[config.mk]
export PLATFORM = sky130hd
export DESIGN_NAME = div_fibonacci_arb
export DESIGN_NICKNAME = d
export VERILOG_FILES = /design/src/rtl/div_fibonacci_arb.sv
export SDC_FILE = /design/constraint.sdc
export NUM_CORES = 1
export LEC_CHECK = 0
export BUFFER_PORTS_ARGS = -buffer_cell sky130_fd_sc_hd__buf_2
export CORE_AREA = 2 2 180 182
export CTS_CLUSTER_DIAMETER = 80
export CTS_CLUSTER_SIZE = 8
export DETAILED_ROUTE_END_ITERATION = 12
export DIE_AREA = 0 0 182 184
export PLACE_DENSITY = 0.49
export SLEW_MARGIN = 20
export SYNTH_ARGS = -nofsm -noshare
export SYNTH_HDL_FRONTEND = slang
export SYNTH_SLANG_ARGS = --single-unit
[constraint.sdc]
create_clock -name clk -period 5.1 [get_ports clk]
set_input_delay 0.51 -clock clk [delete_from_list [all_inputs] [get_ports clk]]
set_output_delay 0.51 -clock clk [all_outputs]
set_load 0.005 [all_outputs]
[src/rtl/div_fibonacci_arb.sv]
// div_fibonacci_arb: round-robin sequencer that shares one div_fibonacci
// divider between N_REQ requesters. The winner's operands are latched. The
// divider gets a one-cycle start pulse, and its done pulse is turned into a
// one-cycle response to the winner. A zero divisor is answered directly with
// an error and never reaches the divider. A divider that never finishes is
// cut off after TIMEOUT cycles and locks the arbiter until reset.
// Assumes N_REQ in 2..8, TIMEOUT >= 1 and GAP >= 1.
module div_fibonacci_arb #(
  parameter int N_REQ   = 4,
  parameter int DW      = 32,
  parameter int TIMEOUT = 1023,
  parameter int GAP     = 2
) (
  input  logic                clk,
  input  logic                rst,
  input  logic [N_REQ-1:0]    req,
  input  logic [N_REQ*DW-1:0] req_i,
  input  logic [N_REQ*DW-1:0] req_j,
  output logic [N_REQ-1:0]    grant,
  output logic [N_REQ-1:0]    resp_valid,
  output logic [DW-1:0]       resp_q,
  output logic [DW-1:0]       resp_r,
  output logic                resp_err,
  output logic                locked,
  output logic                div_en,
  output logic [DW-1:0]       div_i,
  output logic [DW-1:0]       div_j,
  input  logic [DW-1:0]       div_q,
  input  logic [DW-1:0]       div_r,
  input  logic                div_done
);

  localparam int PW = $clog2(N_REQ);
  localparam int CW = PW + 1;
  localparam int TW = $clog2(TIMEOUT + 1);
  localparam int GW = $clog2(GAP + 2);

  typedef enum logic [2:0] {IDLE, ISSUE, WAIT, RESP, GAP_S, LOCK} state_e;

  state_e              state_q;
  logic [PW-1:0]       rr_ptr_q;
  logic [PW-1:0]       owner_q;
  logic [TW-1:0]       timer_q;
  logic [GW-1:0]       gap_q;
  logic [N_REQ-1:0]    grant_q;
  logic [N_REQ-1:0]    resp_valid_q;
  logic [DW-1:0]       resp_q_q;
  logic [DW-1:0]       resp_r_q;
  logic                resp_err_q;
  logic                locked_q;
  logic                div_en_q;
  logic [DW-1:0]       div_i_q;
  logic [DW-1:0]       div_j_q;

  logic [PW-1:0]       owner_d;
  logic                owner_vld_d;
  logic [CW-1:0]       cand;
  logic                enter_resp;
  logic                hit_timeout;
  logic [DW-1:0]       resp_q_d;
  logic [DW-1:0]       resp_r_d;
  logic                resp_err_d;

  // Pick the first pending request at or after rr_ptr, wrapping explicitly
  // because N_REQ need not be a power of two.
  always_comb begin
    // NOTE: every signal gets a default before any branch, so no path can
    // leave it holding an old value and infer a latch.
    owner_vld_d = 1'b0;
    owner_d     = '0;
    cand        = '0;
    // Walk offsets from the far end so the nearest candidate is written last.
    for (int o = N_REQ - 1; o >= 0; o--) begin
      cand = {1'b0, rr_ptr_q} + CW'(o);
      if (cand >= CW'(N_REQ)) cand = cand - CW'(N_REQ);
      if (req[cand[PW-1:0]]) begin
        owner_vld_d = 1'b1;
        owner_d     = cand[PW-1:0];
      end
    end
  end

  // Decide whether this cycle hands a result to RESP, and which result.
  // The zero-divisor test looks at the latched divisor, so it is made in
  // ISSUE, which then skips the start pulse entirely.
  always_comb begin
    enter_resp  = 1'b0;
    hit_timeout = 1'b0;
    resp_q_d    = '0;
    resp_r_d    = '0;
    resp_err_d  = 1'b0;
    case (state_q)
      ISSUE: begin
        if (div_j_q == '0) begin
          enter_resp = 1'b1;
          resp_err_d = 1'b1;
        end
      end
      WAIT: begin
        if (div_done) begin
          enter_resp = 1'b1;
          resp_q_d   = div_q;
          resp_r_d   = div_r;
        end else if (timer_q == TW'(TIMEOUT - 1)) begin
          enter_resp  = 1'b1;
          hit_timeout = 1'b1;
          resp_err_d  = 1'b1;
        end
      end
      default: ;
    endcase
  end

  // Sequencer FSM with all outputs registered.
  always_ff @(posedge clk or negedge rst) begin
    if (!rst) begin
      state_q      <= IDLE;
      rr_ptr_q     <= '0;
      owner_q      <= '0;
      timer_q      <= '0;
      gap_q        <= '0;
      grant_q      <= '0;
      resp_valid_q <= '0;
      resp_q_q     <= '0;
      resp_r_q     <= '0;
      resp_err_q   <= 1'b0;
      locked_q     <= 1'b0;
      div_en_q     <= 1'b0;
      div_i_q      <= '0;
      div_j_q      <= '0;
    end else begin
      // NOTE: state is updated with non-blocking assignments, so every
      // right-hand side in this block reads the value from before the edge.
      div_en_q     <= 1'b0;
      resp_valid_q <= '0;
      if (enter_resp) begin
        state_q <= RESP;
        if (hit_timeout) locked_q <= 1'b1;
        // An owner that has let go of its request gets no pulse, and the
        // result registers keep the previous response.
        if (req[owner_q]) begin
          resp_valid_q <= grant_q;
          resp_q_q     <= resp_q_d;
          resp_r_q     <= resp_r_d;
          resp_err_q   <= resp_err_d;
        end
      end else begin
        case (state_q)
          IDLE: begin
            if (!locked_q && owner_vld_d) begin
              owner_q    <= owner_d;
              grant_q    <= N_REQ'(1) << owner_d;
              div_i_q    <= req_i[owner_d*DW +: DW];
              div_j_q    <= req_j[owner_d*DW +: DW];
              resp_err_q <= 1'b0;
              state_q    <= ISSUE;
            end
          end
          ISSUE: begin
            div_en_q <= 1'b1;
            timer_q  <= '0;
            state_q  <= WAIT;
          end
          WAIT: timer_q <= timer_q + 1'b1;
          RESP: begin
            grant_q  <= '0;
            rr_ptr_q <= (owner_q == PW'(N_REQ - 1)) ? '0 : owner_q + 1'b1;
            gap_q    <= '0;
            state_q  <= locked_q ? LOCK : GAP_S;
          end
          GAP_S: begin
            // Gives the divider time to fall back to its own idle state.
            if (gap_q == GW'(GAP - 1)) state_q <= IDLE;
            else                       gap_q   <= gap_q + 1'b1;
          end
          LOCK:    ;
          default: state_q <= IDLE;
        endcase
      end
    end
  end

  assign grant      = grant_q;
  assign resp_valid = resp_valid_q;
  assign resp_q     = resp_q_q;
  assign resp_r     = resp_r_q;
  assign resp_err   = resp_err_q;
  assign locked     = locked_q;
  assign div_en     = div_en_q;
  assign div_i      = div_i_q;
  assign div_j      = div_j_q;

endmodule
; ---- Word level (Yosys, flattened, before mapping)
; Cells that the tools add are included.
[word_totals]
reg_bits = 158
out_inout_bits = 139
word_cells = 122
[classes]
add_sub_neg = 10
mux = 52
reduce_logical = 19
n_eq_ne = 14
shift = 3
n_bitwise = 1
n_lt_le_gt_ge = 9
[ops]
columns = op, count
row1 = $shiftx 128x8->32, 2
row2 = $mux 32, 4
row3 = $logic_not 32->1, 1
row4 = $mux 1, 21
row5 = $mux 2, 10
row6 = $pmux 10 s2, 1
row7 = $lt 2x3->1 const B, 5
row8 = $pmux 3 s5, 1
row9 = $reduce_and 3->1, 5
row10 = $mux 4, 3
row11 = $add 10x1->10 const B, 1
row12 = $bmux 1 s2, 5
row13 = $eq 10x10->1 const B, 1
row14 = $reduce_bool 2->1, 5
row15 = $ge 3x3->1 const B, 3
row16 = $mux 3, 3
row17 = $pmux 4 s2, 1
row18 = $reduce_and 2->1, 4
row19 = $sub 2x1->2 const B, 4
row20 = $add 2x2->3 const B, 2
row21 = $eq 3x2->1 const B, 2
row22 = $eq 3x3->1 const B, 2
row23 = $ne 3x3->1 const B, 2
row24 = $add 2x1->2 const B, 2
row25 = 15 further kinds, 18

; ---- Depth between registers and ports, before layout
; Gate-level depths: netlist of the first run.
[logic_depth]
depth_word = 13
depth_mapped = 8
ltp_nobuf = 7

; ---- Least setup slack after synthesis of the first run
; OpenSTA, ideal clock, no wires.
[synth_timing]
kind = register to register
start = reg state_q[0]
end = reg div_i_q[19], in the netlist div_i[19]
slack_ns = 3.189
n_path_buf = 3
path_stages_with_launch = 7
arrival_ns = 1.785
setup_time_ns = 0.126
synth_period_minus_slack_ns = 1.911
required_ns = 4.974
cell_sequence = dfrtp_1 > buf_6 > or3_4 > or3_1 > buf_6 > buf_6 > a221o_1
[synth_between]
elab_chain_cells = 4
word_cells_on_any_way = 6
classes_between = eq/ne (2) / mux (1) / bitwise (1) / reduce/logical (2)
[synth_lines]
columns = element, line_no
row1 = "start, declared", 40  ; state_e state_q;
row2 = "start signal, assigned", 169  ; state_q <= locked_q ? LOCK : GAP_S;
row3 = $eq 3x2->1 / $eq 3x1->1 (equally long branches), 92  ; case (state_q)
row4 = $pmux 1 s2, 92
row5 = $not 1->1 (no line), -
row6 = $reduce_and 3->1 (no line) (*), -
row7 = "end signal, assigned", 153  ; div_i_q <= req_i[owner_d*DW +: DW];
row8 = "end, declared", 52  ; logic [DW-1:0] div_i_q;
; Mark *: on every way between the ends. The rest lies on a longest branch, timed or not.
; A chain may end at the register's enable or synchronous reset.

; ---- Worst setup path in the final report of the first run
[layout_timing]
start = reg state_q[2]
end = reg resp_q_q[18], in the netlist resp_q[18]
[layout_between]
elab_chain_cells = 3
word_cells_on_any_way = 5
classes_between = eq/ne (2) / mux (2) / reduce/logical (1)
[layout_lines]
columns = element, line_no
row1 = $eq 3x2->1 / $eq 3x1->1 (equally long branches), 92
row2 = $pmux 1 s2, 92
row3 = $reduce_and 2->1 (no line), -
row4 = "end signal, assigned", 143  ; resp_q_q <= resp_q_d;
row5 = "end, declared", 47  ; logic [DW-1:0] resp_q_q;
; Several ways; a longest one is shown, not always the timed one.

==> results of run 1 <==
per-layer routing:
layer / wire length, um / track usage, % / up-vias
met5: 27 / 0 / -
met4: 226 / 4.61 / 4
met3: 2480 / 5.41 / 18
met2: 15600 / 31.0 / 309
met1: 13400 / 23.2 / 3773
li1: - / - / 3688
Yosys cell counts (2+ instances only):
library cell / n / share of area, %
dfrtp_1: 158 / 48
mux2i_1: 126 / 15
nand2_1: 82 / 3.7
nand3_1: 70 / 4.2
o221ai_1: 63 / 6.7
a21bo_2: 52 / 6.3
clkbuf_1: 28 / 1.3
buf_2: 15 / 0.90
nor2_1: 15 / 0.68
buf_6: 14 / 1.9
a21bo_1: 13 / 1.6
nor4_1: 10 / 0.75
o21ai_0: 8 / 0.48
o31ai_1: 7 / 0.63
a21oi_1: 6 / 0.36
and3_1: 6 / 0.45
inv_1: 6 / 0.27
buf_4: 4 / 0.36
ha_1: 4 / 0.60
nand2b_1: 4 / 0.30
a21o_1: 3 / 0.27
nand4_1: 3 / 0.23
nor3_1: 3 / 0.18
o22a_1: 3 / 0.32
a211o_1: 2 / 0.21
a311oi_1: 2 / 0.21
a31oi_1: 2 / 0.15
a32o_1: 2 / 0.24
and4_1: 2 / 0.21
buf_1: 2 / 0.091
mux2_2: 2 / 0.27
nor2b_1: 2 / 0.15
nor3_2: 2 / 0.24
nor3b_2: 2 / 0.30
o21a_1: 2 / 0.18
or2_2: 2 / 0.15
logic make-up after synthesis:
family | after synthesis
muxes | 129
adders and majority gates | 4
AOI/OAI and AO/OA | 172
and+or+nand+nor | 214
buffers and inverters | 69
xor gates and xnor gates | 1
DFF | 158
cells in the final DEF (no fill, tap or decap), types with 5 or more instances in the layout:
| master | Yosys | routed |
|---|---|---|
| a21bo_1 | 13 | 13 |
| a21bo_2 | 52 | 52 |
| a21oi_1 | 6 | 6 |
| and3_1 | 6 | 6 |
| buf_2 | 15 | 464 |
| buf_4 | 4 | 11 |
| clkbuf_16 | 0 | 17 |
| clkinvlp_4 | 0 | 5 |
| dfrtp_1 | 158 | 158 |
| inv_1 | 6 | 6 |
| mux2i_1 | 126 | 126 |
| nand2_1 | 82 | 81 |
| nand3_1 | 70 | 70 |
| nor2_1 | 15 | 14 |
| nor4_1 | 10 | 10 |
| o21ai_0 | 8 | 8 |
| o221ai_1 | 63 | 63 |
| o31ai_1 | 7 | 7 |
state kept, by name, summed over array words and instances (netlist names):
name        flops
div_en          1
div_i          32
div_j          32
gap_q           2
grant           4
locked          1
owner_q         2
resp_err        1
resp_q         32
resp_r         32
resp_valid      4
rr_ptr_q        2
state_q         3
timer_q        10
final cells by class:
class / instances / area [um^2] / area share (%)
inverter: 6 / 22.5 / 0.197
clock buffer: 21 / 460 / 4.02
timing repair buffer: 478 / 2460 / 21.4
antenna: 4 / 10.0 / 0.0874
sequential: 158 / 3950 / 34.5
tap: 402 / 503 / 4.39
multi-input combinational: 520 / 3980 / 34.8
clock inverter: 10 / 66.3 / 0.579
path summary, 6_finish.rpt:
kind / from / slack, ps / end
min: rst / 70 / resp_r[20]$_DFFE_PN0P_
min in group clk: req_j[59] / 400 / div_j[27]$_DFFE_PN0P_
max: state_q[2]$_DFFE_PN0P_ / 2140 / resp_q[18]$_DFFE_PN0P_
max in group asynchronous: rst / 3850 / div_i[29]$_DFFE_PN0P_
min reg2reg: resp_r[27]$_DFFE_PN0P_ / 470 / resp_r[27]$_DFFE_PN0P_
max reg2reg: state_q[2]$_DFFE_PN0P_ / 2140 / resp_q[18]$_DFFE_PN0P_
where the power goes:
part / internal, W / total [W] / switching [W]
Clock: 0.000644 / 0.00120 / 0.000554
Sequential: 0.00181 / 0.00222 / 0.000408
Combinational: 0.00134 / 0.00284 / 0.00150
Total: 0.00379 / 0.00626 / 0.00247
critical path: cells and delay by family, from the launching register on:
| family | cells | cell delay, ps |
|---|---|---|
| AOI/OAI and AO/OA | 3 | 1130 |
| buffers and inverters | 2 | 870 |
| DFF | 1 | 740 |
| and+or+nand+nor | 1 | 100 |
stage by stage:
step,setup WS (ps),area [um^2],cells,hold slack [ps],util (%)
floorplan,3190,8300,747,214,-
global placement,2110,10900,1564,457,34.8
detailed placement,2090,10900,1564,460,34.8
CTS,2070,11400,1595,87.8,36.5
global route,1870,11500,1599,104,36.5
finish,2140,11500,1599,72.3,36.5
==> flow_metrics.tcl, run 1 <==
set metrics [dict create \
    status "finished, final reports clean" \
    synthCells 747 \
    wl_per_cell_um 19.9 \
    synth-simple-area-share_pct 12.8 \
    path_class "reg2reg" \
    synth_compound_area_share_pct 18.3 \
    drive_gt1_share_pct 48.4 \
    dieWidth_um 182 \
    syn_nets 1078 \
    end_kind "flop" \
    rows 65 \
    synth_edf_count 0 \
    die-area_um2 33500 \
    post-route-period-util_pct 58.0 \
    cp_cell_sequence "nor4bb_4, buf_4, a41o_1, o21ai_4, buf_4, a21bo_2" \
    gp_congestion 0.830 \
    final_hold_viol_count 0 \
    p_leak_nw 6.26 \
    maxSlewHeadroom_pct 44.0 \
    cap_violations 0 \
    cts.root.buffer_cell "clkbuf_16" \
    fin_crit_ps 2960 \
    crit_slowest_cell "dfrtp_1" \
    finalMaxSlewViolations 0 \
    worst_slew_pin_slew_ps 838 \
    fillers 3276 \
    startpoint_type "flop" \
    via_per_inst 4.87 \
    cts_resized 0 \
    fp.dieH_um 184 \
    core_area_um2 31400 \
    hold_buffers 0 \
    required_ps 5460 \
    drcViolationCount 0 \
    start_util_pct 26.4 \
    drt_iter0_markers 313 \
    setup_viol 0 \
    clk_latency_ps 430 \
    path_max_fanout 65 \
    cts_setup_buffers 0 \
    synth_mux_area_share_pct 15.7 \
    grt_pass1_vias 7855 \
    grt_use_total_pct 18.4 \
    io_pins 466 \
    max_freq_mhz 338 \
    grt_setup_unrepaired "false" \
    clkSinkCount 158 \
    cpMostUsedCell "buf_4" \
    power.total_w 0.00626 \
    totalWireLength_um 31800 \
    firstDrtPassIters 5 \
    postRouteAntennaNets 0 \
    async_reset_ff_share_pct 100 \
    synthFlopType "dfrtp_1" \
    reg2reg_depth 6 \
    cpPeakStageDelay_ps 740 \
    final_net_count 1512 \
    syn_to_final_growth_pct 38.1 \
    critPathArrivalTime_ps 3310 \
    yosys_warnings 0 \
    avgSynthCellArea_um2 11.1 \
    skew_ps 12.4 \
    synth_xor_area_share_pct 0.106 \
    finalSetupTns_ps 0 \
    cts_made_buffers 17 \
    tritoncts "built" \
    synth_top_family_by_area "compound AO/OA/AOI/OAI gates" \
    syn_area_um2 8300 \
    grt_max_degree 70 \
    port_buffers 465 \
    cts.clk_slew.worst_paths_ps 60 \
    synthAdderAreaFrac_pct 0.603 \
    peakVddDrop_mv 0.229 \
    cts.htree.levels 4 \
    grt_first_pass_wirelength_um 46900 \
    hold_path.class "in2async" \
    synth_cell_types 56 \
    ys_ff_latch 158 \
    clk_path_buf_depth 2 \
    seq_area_frac_synth_pct 47.7 \
    num_vias 7792 \
    power_density_nw_per_um2 546 \
    antenna_found_initial 7 \
    grt_overflow 0 \
    dp_hpwl_um 24300 \
]
Note: power is estimated with default switching activity, not from simulation.
==> inputs of run 2 (changes only) <==
Settings changed: ABC_AREA set to 1, CORE_AREA 2 2 180 182 to 2 2 181 183, DIE_AREA 0 0 182 184 to 0 0 183 185, PLACE_DENSITY 0.49 to 0.54.
Clock period 5.1 ns to 2.95 ns, I/O delays scaled along.
==> run 2 against run 1 <==
  * Routed wire length rose by 23%
  * Non-clock buffer count up 7
  * Via count up 42%
  * Clock skew rose by 4.1 ps
  * First-iteration DRC count grew 85%
  * Critical endpoint is now div_i[4]$_DFFE_PN0P_
  * Largest power group is now the clock network
==> flow_metrics.tcl, run 2 <==
set metrics [dict create \
    synthCells 1466 \
    grt_pass1_vias 10500 \
    final_net_count 2196 \
    start_util_pct 30.5 \
    rrSetupSlack_ps 480 \
    totalWireLength_um 39000 \
    io_pins 466 \
    hold_buffers 1 \
    firstDrtPassIters 5 \
    synth_area_leaders "dfrtp_1 41%, nand2_1 27%, nand3_1 14%, o21ai_0 3.4%, buf_2 3.3%" \
    p_leak_nw 7.54 \
    final_common_cell "nand2_1" \
    fillers 3475 \
    status "finished, final reports clean" \
    whs_path_depth 3 \
    multi_input_area_um2 5090 \
    cts.clk_slew.worst_paths_ps 80 \
    critPathArrivalTime_ps 2770 \
    startpoint_type "flop" \
    cp-startpoint "rr_ptr_q[0]$_DFFE_PN0P_" \
    clkSinkCount 158 \
    skew_ps 16.4 \
    synth_cell_types 36 \
    wl_met2_um 19400 \
    ys_ff_latch 158 \
    path_max_fanout 61 \
    syn_area_um2 9760 \
    fin_util_pct 40.5 \
    cts.htree.levels 4 \
    synthTopCellsByCount "714 x nand2_1, 268 x nand3_1, 158 x dfrtp_1, 66 x o21ai_0, 65 x buf_2" \
    cts_resized 0 \
    clk_path_buf_depth 2 \
    yosys.area.top_type "dfrtp_1" \
    reg2reg_depth 12 \
    placed_cell_area_um2 12400 \
    fp.dieH_um 185 \
    finalMaxSlewViolations 0 \
    syn_to_final_growth_pct 33.0 \
    peakVddDrop_mv 0.369 \
    power_density_nw_per_um2 419 \
    grt_max_degree 130 \
    top_layer "met5" \
    antenna_found_initial 3 \
    grt_first_pass_wirelength_um 58600 \
    hold_path.class "in2reg" \
    stdcell_area_um2 13000 \
    grt_overflow 0 \
    path_class "reg2reg" \
    cts_made_buffers 17 \
    async_reset_ff_share_pct 100 \
    via_per_inst 4.82 \
    synth_top_area_share_pct 40.5 \
    final_hold_viol_count 0 \
    maxSlewHeadroom_pct 47.9 \
    grt_use_total_pct 22.3 \
    port_buffers 465 \
    post-route-period-util_pct 83.8 \
    tritoncts "built" \
    die-area_um2 33900 \
    cts_setup_buffers 0 \
    core_area_um2 32000 \
    finalSetupTns_ps 0 \
    final_cell_mix "714 x nand2_1, 464 x buf_2, 268 x nand3_1, 158 x dfrtp_1, 66 x o21ai_0" \
    gp_congestion 0.855 \
    drt_iter0_markers 578 \
    power.total_w 0.00543 \
    hold_start "div_q[13]" \
    drive_gt1_share_pct 29.1 \
    dp_hpwl_um 29000 \
    worst_slew_pin_slew_ps 782 \
    wl_per_cell_um 17.0 \
    end_kind "flop" \
    drcViolationCount 0 \
    num_vias 11000 \
    postRouteAntennaNets 0 \
    wl_met3_um 2680 \
    avgSynthCellArea_um2 6.66 \
    yosys_warnings 0 \
    r2r-start "rr_ptr_q[0]$_DFFE_PN0P_" \
    wl_met1_um 16300 \
    synth_edf_count 0 \
    seq_area_um2 3950 \
    synthFlopType "dfrtp_1" \
    timing.rr.end "div_i[4]$_DFFE_PN0P_" \
    clk_latency_ps 430 \
    fin_crit_ps 2470 \
    syn_nets 1797 \
    grt_setup_unrepaired "false" \
    cts.root.buffer_cell "clkbuf_16" \
    rows 66 \
    seq_area_frac_synth_pct 40.5 \
    setup_viol 0 \
    cap_violations 0 \
    hold_path_end "resp_q[13]$_DFFE_PN0P_" \
    required_ps 3250 \
    max_freq_mhz 405 \
    yosysMostFrequentCell "nand2_1" \
    dieWidth_um 183 \
]
==> run 2: layout make-up <==
class                      instances  area share, %
multi-input combinational       1164           39.2
inverter                          39           1.15
sequential                       158           30.5
clock buffer                      17           3.28
tap                              408           3.93
antenna                            4         0.0771
clock inverter                    14           1.37
timing repair buffer             485           20.5
==> run 2: logic make-up (layout without fill, tap and decap cells) <==
family,after synthesis,count (layout),share of synthesized area (%)
XOR/XNOR,8,8,0.718
AND/OR/NAND/NOR,1058,1058,45.4
flip-flops,158,158,40.5
AO/OA/AOI/OAI,94,94,5.13
other,0,4,0
adder cells (fa/ha/maj),4,4,0.513
buffers and inverters,144,555,7.71
==> run 2: worst max path at each step <==
stage	end	slack, ps
finish	div_i[4]$_DFFE_PN0P_	480
global route	div_j[23]$_DFFE_PN0P_	240
CTS	div_i[4]$_DFFE_PN0P_	480
detailed placement	div_j[24]$_DFFE_PN0P_	520
global placement	div_j[30]$_DFFE_PN0P_	560
floorplan	div_j[15]$_DFFE_PN0P_	1230
==> run 2: power breakdown <==
| part | switching [W] | total (W) | internal [W] |
|---|---|---|---|
| clock network | 0.00104 | 0.00232 | 0.00128 |
| logic | 0.000502 | 0.000880 | 0.000378 |
| registers | 0.0000277 | 0.00224 | 0.00221 |
==> run 2: per-stage QoR <==
| stage | hold slack, ps | worst slack [ps] | cells |
|---|---|---|---|
| 6_report | 121 | 479 | 2289 |
| 5_1_grt | 113 | 239 | 2287 |
| 4_1_cts | 106 | 485 | 2285 |
| 3_5_place_dp | 322 | 515 | 2253 |
| 3_3_place_gp | 312 | 560 | 2253 |
| 2_1_floorplan | -0.591 | 1230 | 1466 |
==> run 2: critical path, stage by stage, from the launching register on <==
cell and delay [ps]:
dfrtp_1 610, nand2_1 170, nand2_1 160, o21ai_2 80, inv_2 130, nand3_4 270
buf_12 280, nand3_1 140, nand2_1 110, nand2_1 90, nand2_1 90, nand2_1 70
nand2_1 60
==> run 2: routing by layer <==
metal / vias to the layer above / GRT usage, %
met5: - / 0
met1: 5098 / 27.9
met3: 34 / 4.78
met4: 2 / 5.82
li1: 5496 / -
met2: 407 / 39.0
==> inputs of run 3 (changes only) <==
Settings changed: ABC_AREA 1 to 0, CORE_AREA 2 2 181 183 to 2 2 184 186, DIE_AREA 0 0 183 185 to 0 0 186 188, PLACE_DENSITY 0.54 to 0.49.
Clock period 2.95 ns to 2.13 ns, I/O delays scaled along.
==> run 3 against run 2 <==
  * Global-route usage decreased by 4.0 points
  * Power increased to 3.0 times the previous value
  * Largest cell class unchanged
  * First-iteration DRC count decreased by 57%
  * Highest routed layer is now met4
  * Non-clock buffer count increased by 25
  * Utilization decreased by 4.2 points
  * Hold slack got worse by 28 ps
==> flow_metrics.tcl, run 3 (synthesis gave the netlist of run 1 again) <==
set metrics [dict create \
    critPathArrivalTime_ps 2370 \
    clk_path_buf_depth 2 \
    fp.dieH_um 188 \
    fillers 3423 \
    cp_cell_sequence "or3b_1, or4b_1, nor3b_1, a21oi_1" \
    firstDrtPassIters 4 \
    setup_viol 0 \
    grt_overflow 0 \
    peakVddDrop_mv 0.549 \
    grt_max_degree 71 \
    gp_congestion 0.861 \
    power_switching_w 0.00602 \
    via_per_inst 4.77 \
    skew_ps 8.00 \
    start_util_pct 25.1 \
    final_common_cell "buf_2" \
    antenna_found_initial 3 \
    port_buffers 465 \
    path_max_fanout 11 \
    totalWireLength_um 32900 \
    p_leak_nw 6.53 \
    placed_cell_area_um2 11300 \
    maxSlewHeadroom_pct 66.8 \
    p_int_w 0.0100 \
    pre_cts_slack_ps -3.70 \
    syn_to_final_growth_pct 45.0 \
    dieWidth_um 186 \
    cts_made_buffers 17 \
    path_class "reg2reg" \
    core_area_um2 33100 \
    pwr-share-comb_pct 46.0 \
    clk_latency_ps 440 \
    tritoncts "built" \
    power.share.clock_pct 21.2 \
    fin_hold_ws_ps 92.2 \
    final_cell_mix "464 x buf_2, 158 x dfrtp_1, 126 x mux2i_1, 81 x nand2_1, 70 x nand3_1" \
    status "finished, final reports clean" \
    drt_iter0_markers 248 \
    fin_util_pct 36.3 \
    cts.htree.levels 4 \
    hold_path.class "in2reg" \
    cpPeakStageDelay_ps 580 \
    end_kind "flop" \
    cts.clk_slew.worst_paths_ps 70 \
    final_hold_viol_count 0 \
    netSwitchingFraction_pct 37.5 \
    power.total_w 0.0161 \
    final_net_count 1544 \
    clkSinkCount 158 \
    layout_setup_ws_ps 121 \
    seq_area_um2 3950 \
    cts.root.buffer_cell "clkbuf_16" \
    grt_use_total_pct 18.4 \
    post-route-period-util_pct 94.3 \
    multi_input_area_um2 4010 \
    grt_pass1_vias 8096 \
    grt_first_pass_wirelength_um 48200 \
    finalMaxSlewViolations 0 \
    rows 67 \
    max_freq_mhz 498 \
    required_ps 2490 \
    dp_hpwl_um 25600 \
    power_density_nw_per_um2 1330 \
    seqPwrFrac_pct 32.8 \
    stdcell_area_um2 12000 \
    wl_per_cell_um 19.6 \
    fin_crit_ps 2010 \
    drive_gt1_share_pct 49.9 \
    crit_slowest_cell "or4b_1" \
    die-area_um2 35000 \
    drcViolationCount 0 \
    io_pins 466 \
    num_vias 7982 \
    grt_setup_unrepaired "false" \
    cap_violations 0 \
    postRouteAntennaNets 0 \
    worst_slew_pin_slew_ps 497 \
    startpoint_type "flop" \
]
run 3: metrics by stage:
step	std cells	setup TNS, ps
after floorplan	747	0
after global placement	1640	-775
after detailed placement	1640	-3.70
after CTS	1672	0
after global routing	1674	0
final	1674	0
run 3: area by class of cell:
class                   count  share of cell area (%)
flip-flops and latches    158                    32.9
well taps                 448                    4.66
repair buffers            510                    23.6
multi-input cells         520                    33.3
diodes                      1                  0.0208
clock inverters            10                    1.55
clock buffers              21                    3.74
inverters                   6                   0.187
run 3: critical path: cells and delay by family, from the launching register on:
| family | cells | cell delay [ps] |
|---|---|---|
| and+or+nand+nor | 3 | 1270 |
| DFF | 1 | 560 |
| AOI/OAI and AO/OA | 1 | 110 |
run 3: per-layer routing:
layer  global-route usage (%)  wire length [um]  up-vias
met5                        0                 0        -
met4                     5.12               487        0
met3                     5.55              3070       28
met2                     31.2             16100      364
met1                     22.4             13200     3850
li1                         -                 -     3740
run 3: power groups by stage:
stage	sequential, W	combinational (W)	clock [W]
floorplan	0.00523	0.00422	0
global placement	0.00529	0.00740	0
detailed placement	0.00528	0.00744	0
CTS	0.00526	0.00744	0.00351
global route	0.00546	0.00814	0.00364
finish	0.00527	0.00738	0.00340
run 3: path summary, 6_finish.rpt:
path,from,to,slack (ps),cells after the start
min reg2reg,resp_q[31]$_DFFE_PN0P_,resp_q[31]$_DFFE_PN0P_,470,1
max reg2reg,state_q[2]$_DFFE_PN0P_,resp_err$_DFFE_PN0P_,120,4
min in group asynchronous,rst,resp_r[27]$_DFFE_PN0P_,290,2
min,req_j[45],div_j[13]$_DFFE_PN0P_,90,3
max in group asynchronous,rst,resp_q[1]$_DFFE_PN0P_,1170,3
max,state_q[2]$_DFFE_PN0P_,resp_err$_DFFE_PN0P_,120,4
run 3: what timing repair did:
action | CTS | global route
setup buffers | 0 | 1
setup endpoints to repair | 2 | 68
gates resized for setup | 1 | 6
hold buffers | 1 | 0
pin swaps | 0 | 3
hold endpoints to repair | 41 | 0
